===== src/rtl/ram_sp_sr_sv.sv =====
// Single-port synchronous RAM: shared address, write enable and registered read-first output.
// Optional RAM_SP_CLEAR_ON_RESET_EN: zero every word, one per cycle, after reset deasserts.
module ram_sp_sr_sv #(
  parameter int unsigned DATA_WIDTH = 8,
  parameter int unsigned ADDR_WIDTH = 8,
  parameter int unsigned DEPTH      = 256
) (
  input  logic                  clk,
  input  logic                  reset,
  input  logic [ADDR_WIDTH-1:0] addr,
  input  logic [DATA_WIDTH-1:0] q,
  output logic [DATA_WIDTH-1:0] rd_q,
  input  logic                  we,
  input  logic                  oe
);

  localparam int unsigned IDX_W = (DEPTH > 1) ? $clog2(DEPTH) : 1;
  localparam int unsigned AW1   = ADDR_WIDTH + 1;
  localparam logic [ADDR_WIDTH:0] DEPTH_LIM = AW1'(DEPTH);

  logic [DATA_WIDTH-1:0] mem [DEPTH];

  logic                  in_range_c;
  logic [IDX_W-1:0]      rd_idx_c;
  logic                  clearing_c;
  logic                  wr_en_c;
  logic [IDX_W-1:0]      wr_idx_c;
  logic [DATA_WIDTH-1:0] wr_data_c;

  assign in_range_c = ({1'b0, addr} < DEPTH_LIM);
  assign rd_idx_c   = IDX_W'(addr);

`ifdef RAM_SP_CLEAR_ON_RESET_EN
  localparam logic [0:0] ST_IDLE  = 1'b0;
  localparam logic [0:0] ST_CLEAR = 1'b1;
  localparam logic [IDX_W-1:0] LAST_IDX = IDX_W'(DEPTH - 1);

  logic [0:0]       state_q, state_d;
  logic [IDX_W-1:0] clr_idx_q, clr_idx_d;

  // Reset parks the sequencer at address 0 so a mid-clear reset restarts it.
  always_ff @(posedge clk) begin
    if (reset) begin
      state_q   <= ST_CLEAR;
      clr_idx_q <= '0;
    end else begin
      state_q   <= state_d;
      clr_idx_q <= clr_idx_d;
    end
  end

  always_comb begin
    state_d   = state_q;
    clr_idx_d = clr_idx_q;
    case (state_q)
      ST_CLEAR: begin
        clr_idx_d = clr_idx_q + IDX_W'(1);
        if (clr_idx_q == LAST_IDX) begin
          state_d   = ST_IDLE;
          clr_idx_d = '0;
        end
      end
      default: ;
    endcase
  end

  assign clearing_c = (state_q == ST_CLEAR);
  assign wr_en_c    = clearing_c | (we & in_range_c);
  assign wr_idx_c   = clearing_c ? clr_idx_q : rd_idx_c;
  assign wr_data_c  = clearing_c ? '0 : q;
`else
  assign clearing_c = 1'b0;
  assign wr_en_c    = we & in_range_c;
  assign wr_idx_c   = rd_idx_c;
  assign wr_data_c  = q;
`endif

  // Write port carries no reset so the array maps onto block RAM.
  always_ff @(posedge clk) begin
    if (!reset && wr_en_c) begin
      mem[wr_idx_c] <= wr_data_c;
    end
  end

  // Registered read; non-blocking sampling gives read-first on a same-address write.
  always_ff @(posedge clk) begin
    if (reset || clearing_c) begin
      rd_q <= '0;
    end else if (oe) begin
      rd_q <= in_range_c ? mem[rd_idx_c] : '0;
    end
  end

endmodule


===== config.mk =====
export PLATFORM = sky130hd
export DESIGN_NAME = ram_sp_sr_sv
export DESIGN_NICKNAME = d
export VERILOG_FILES = /design/src/rtl/ram_sp_sr_sv.sv
export SDC_FILE = /design/constraint.sdc
export NUM_CORES = 2
export LEC_CHECK = 0
export CORE_ASPECT_RATIO = 1.75
export CORE_MARGIN = 8
export CORE_UTILIZATION = 40
export CTS_CLUSTER_DIAMETER = 150
export DETAILED_ROUTE_END_ITERATION = 8
export PLACE_DENSITY = 0.63
export SLEW_MARGIN = 15
export SYNTH_ARGS = -nofsm -noshare
export SYNTH_HDL_FRONTEND = slang
export SYNTH_SLANG_ARGS = --single-unit
export TNS_END_PERCENT = 100

===== constraint.sdc =====
create_clock -name clk -period 7.95 [get_ports clk]
set_input_delay 1.59 -clock clk [delete_from_list [all_inputs] [get_ports clk]]
set_output_delay 1.59 -clock clk [all_outputs]
set_load 0.02 [all_outputs]

==> reports/results.tsv <==
metric	value	unit
outcome	finished, final reports clean	
synth_ff_type	edfxtp_1	
dieArea	0.217	mm2
firstDrtPassIters	6	
io_pins	28	
rsz0062_at_grt	false	
postSynthCellCount	3909	
overflow	0	
via_count	40000	
ant_nets	0	
postCtsSetupBuffers	0	
track_usage	19.9	%
synth_seq_cells	2056	
ys_async_sr_fraction	0	%
drive_gt1_share	20.0	%
skew	0.0465	ns
yosysUniqueCellTypes	72	
fin_crit_sh	66.9	%
fmax	188	MHz
hold_class	reg -> reg	
whs	0.658	ns
criticalPathCategory	in -> reg	
drt-vias-per-instance	5.91	
holdPathEnd	rd_q[1]$_SDFFE_PP0P_	
cts_root_buffer	clkbuf_16	
die_w	356	um
routed_wl	222000	um
dp_hpwl	141000	um
cts-buffers-inserted	177	
synth_edf_count	2048	
rrSetupSlack	4.82	ns
critPathRequiredTime	8.63	ns
drtIter0Drc	4080	
power.density	241	mW/mm2
cp-start-kind	primary input	
avgSynthCellArea	20.7	um2
synthTopCellsByArea	edfxtp_1 76%, mux4_2 11%, mux2i_1 3.0%	
hold_viol	0	
cts_tree	done	
regToRegEndpoint	rd_q[6]$_SDFFE_PP0P_	
hp-start	rd_q[1]$_SDFFE_PP0P_	
antenna_found_initial	9	
path_max_fanout	63	
drv_slew	0	
clk_pin_slew	0.07	ns
fill_cells	16900	
syn_area	0.0808	mm2
portBuffers	27	
die_y	610	um
cts_buffer_depth	4	
cts_hold_buf	0	
finalNetCount	4011	
yosys.area.top_type_share	76.2	%
cp-end-kind	register	
synth.most_common_cell	edfxtp_1	
tns	0	ns
irDropWorstVdd	203	uV
drc	0	
grt_first_pass_wirelength	311000	um
syn_nets	3929	
r2r_cells	6	
arrival	6.00	ns
tightest_slew	1.22	ns
r2r-start	mem[61][6]$_DFFE_PP_	
synth_warnings	0	
p_leak	27.6	nW
placed_cell_area	0.0838	mm2
slew_headroom	18.9	%
fin_area	0.0892	mm2
seq_area_frac_synth	76.4	%
wire_per_inst	32.7	um
core.rowCount	218	
grt_max_degree	194	
core	0.201	mm2
maxCapViolations	0	
clkSinkCount	2056	
worst_skew_pair.late_latency	0.83	ns
worstHoldPathCells	2	
fin_crit	5.32	ns
yosysTopAreaCell	edfxtp_1	
start_util	40.2	%
syn_to_final_growth	10.5	%
grt_pass1_vias	40800	
fin_util	44.4	%
synthTopCellsByCount	2048 x edfxtp_1, 400 x mux4_2, 253 x nor2_1	
h-tree-depth	4	
cts-resized-gates	0	
gp_congestion	0.900	
setup_viol	0	
## cell type report
cell class	instances	area (um2)	share of cell area, %
sequential	2056	61700	69.1
multi-input combinational	1603	17400	19.5
clock buffer	220	4660	5.23
tap	2640	3300	3.70
timing repair buffer	149	1440	1.62
clock inverter	90	747	0.837
inverter	4	20.0	0.0224
antenna	5	12.5	0.0140
## report_power, final
group          switching [mW]  internal [mW]  leakage, nW
clock                    3.83           4.56         2.66
combinational           0.779          0.361         6.48
sequential             0.0143           11.9         18.5
## worst max path at each step
| stage | startpoint | to | slack (ns) |
|---|---|---|---|
| finish | addr[0] | rd_q[2]$_SDFFE_PP0P_ | 2.63 |
| global route | addr[0] | rd_q[2]$_SDFFE_PP0P_ | 2.56 |
| CTS | addr[0] | rd_q[2]$_SDFFE_PP0P_ | 2.61 |
| detailed placement | addr[0] | rd_q[2]$_SDFFE_PP0P_ | 1.73 |
| global placement | addr[0] | rd_q[2]$_SDFFE_PP0P_ | 1.74 |
| floorplan | addr[5] | mem[198][0]$_DFFE_PP_ | 3.83 |
## per-layer routing
layer | vias to the layer above | GRT usage [%] | routed length, um | share of wire (%)
met5 | - | 0 | 41 | 0.019
met4 | 6 | 12.3 | 16800 | 7.6
met3 | 557 | 3.21 | 14800 | 6.7
met2 | 1859 | 35.5 | 115000 | 52
met1 | 21200 | 22.1 | 74700 | 34
li1 | 16400 | - | - | -
## worst max-delay path, cell delays in order
cell	delay, ns
buf_8	0.52
buf_12	0.38
buf_4	0.68
mux2i_1	0.36
o22ai_1	0.13
nor4_1	0.94
o211ai_1	0.25
a31o_2	0.32
a21oi_1	0.47
a311oi_1	0.18
## placed cells by master (no fill, tap or decap), types with 12 or more instances in the layout
cell and instances:
clkbuf_16 179, o211ai_1 14, nor2_1 252, o21ai_0 29
o221ai_1 14, mux4_2 400, buf_12 18, a21oi_1 23
nor3_1 49, clkbuf_1 38, mux4_1 26, bufinv_16 12
buf_4 106, edfxtp_1 2048, clkdlybuf4s50_1 12, clkinv_1 39
mux2i_1 245, a22oi_1 36, mux2_2 27, o22ai_1 74
nand3_1 49, a32oi_1 34, clkinv_2 27, nand2_1 157
o21ai_1 12
## registers in the layout (all words and copies together), names as in the netlist
signal  cells
rd_q        8
mem      2048
## kinds of logic after synthesis
logic type,count (synthesis),synth area share [%]
buffers and inverters,250,2.21
multiplexers,698,15.4
flip-flops,2056,76.4
AND/OR/NAND/NOR,591,3.23
AO/OA/AOI/OAI,314,2.79
## stage by stage
step | total power [mW] | setup WS (ns) | std cells
final | 21.5 | 2.63 | 6767
after global routing | 21.9 | 2.56 | 6763
after CTS | 21.6 | 2.61 | 6762
after detailed placement | 13.3 | 1.73 | 6452
after global placement | 13.3 | 1.74 | 6452
after floorplan | 12.8 | 3.83 | 3909
Note: power is estimated with default switching activity, not from simulation.
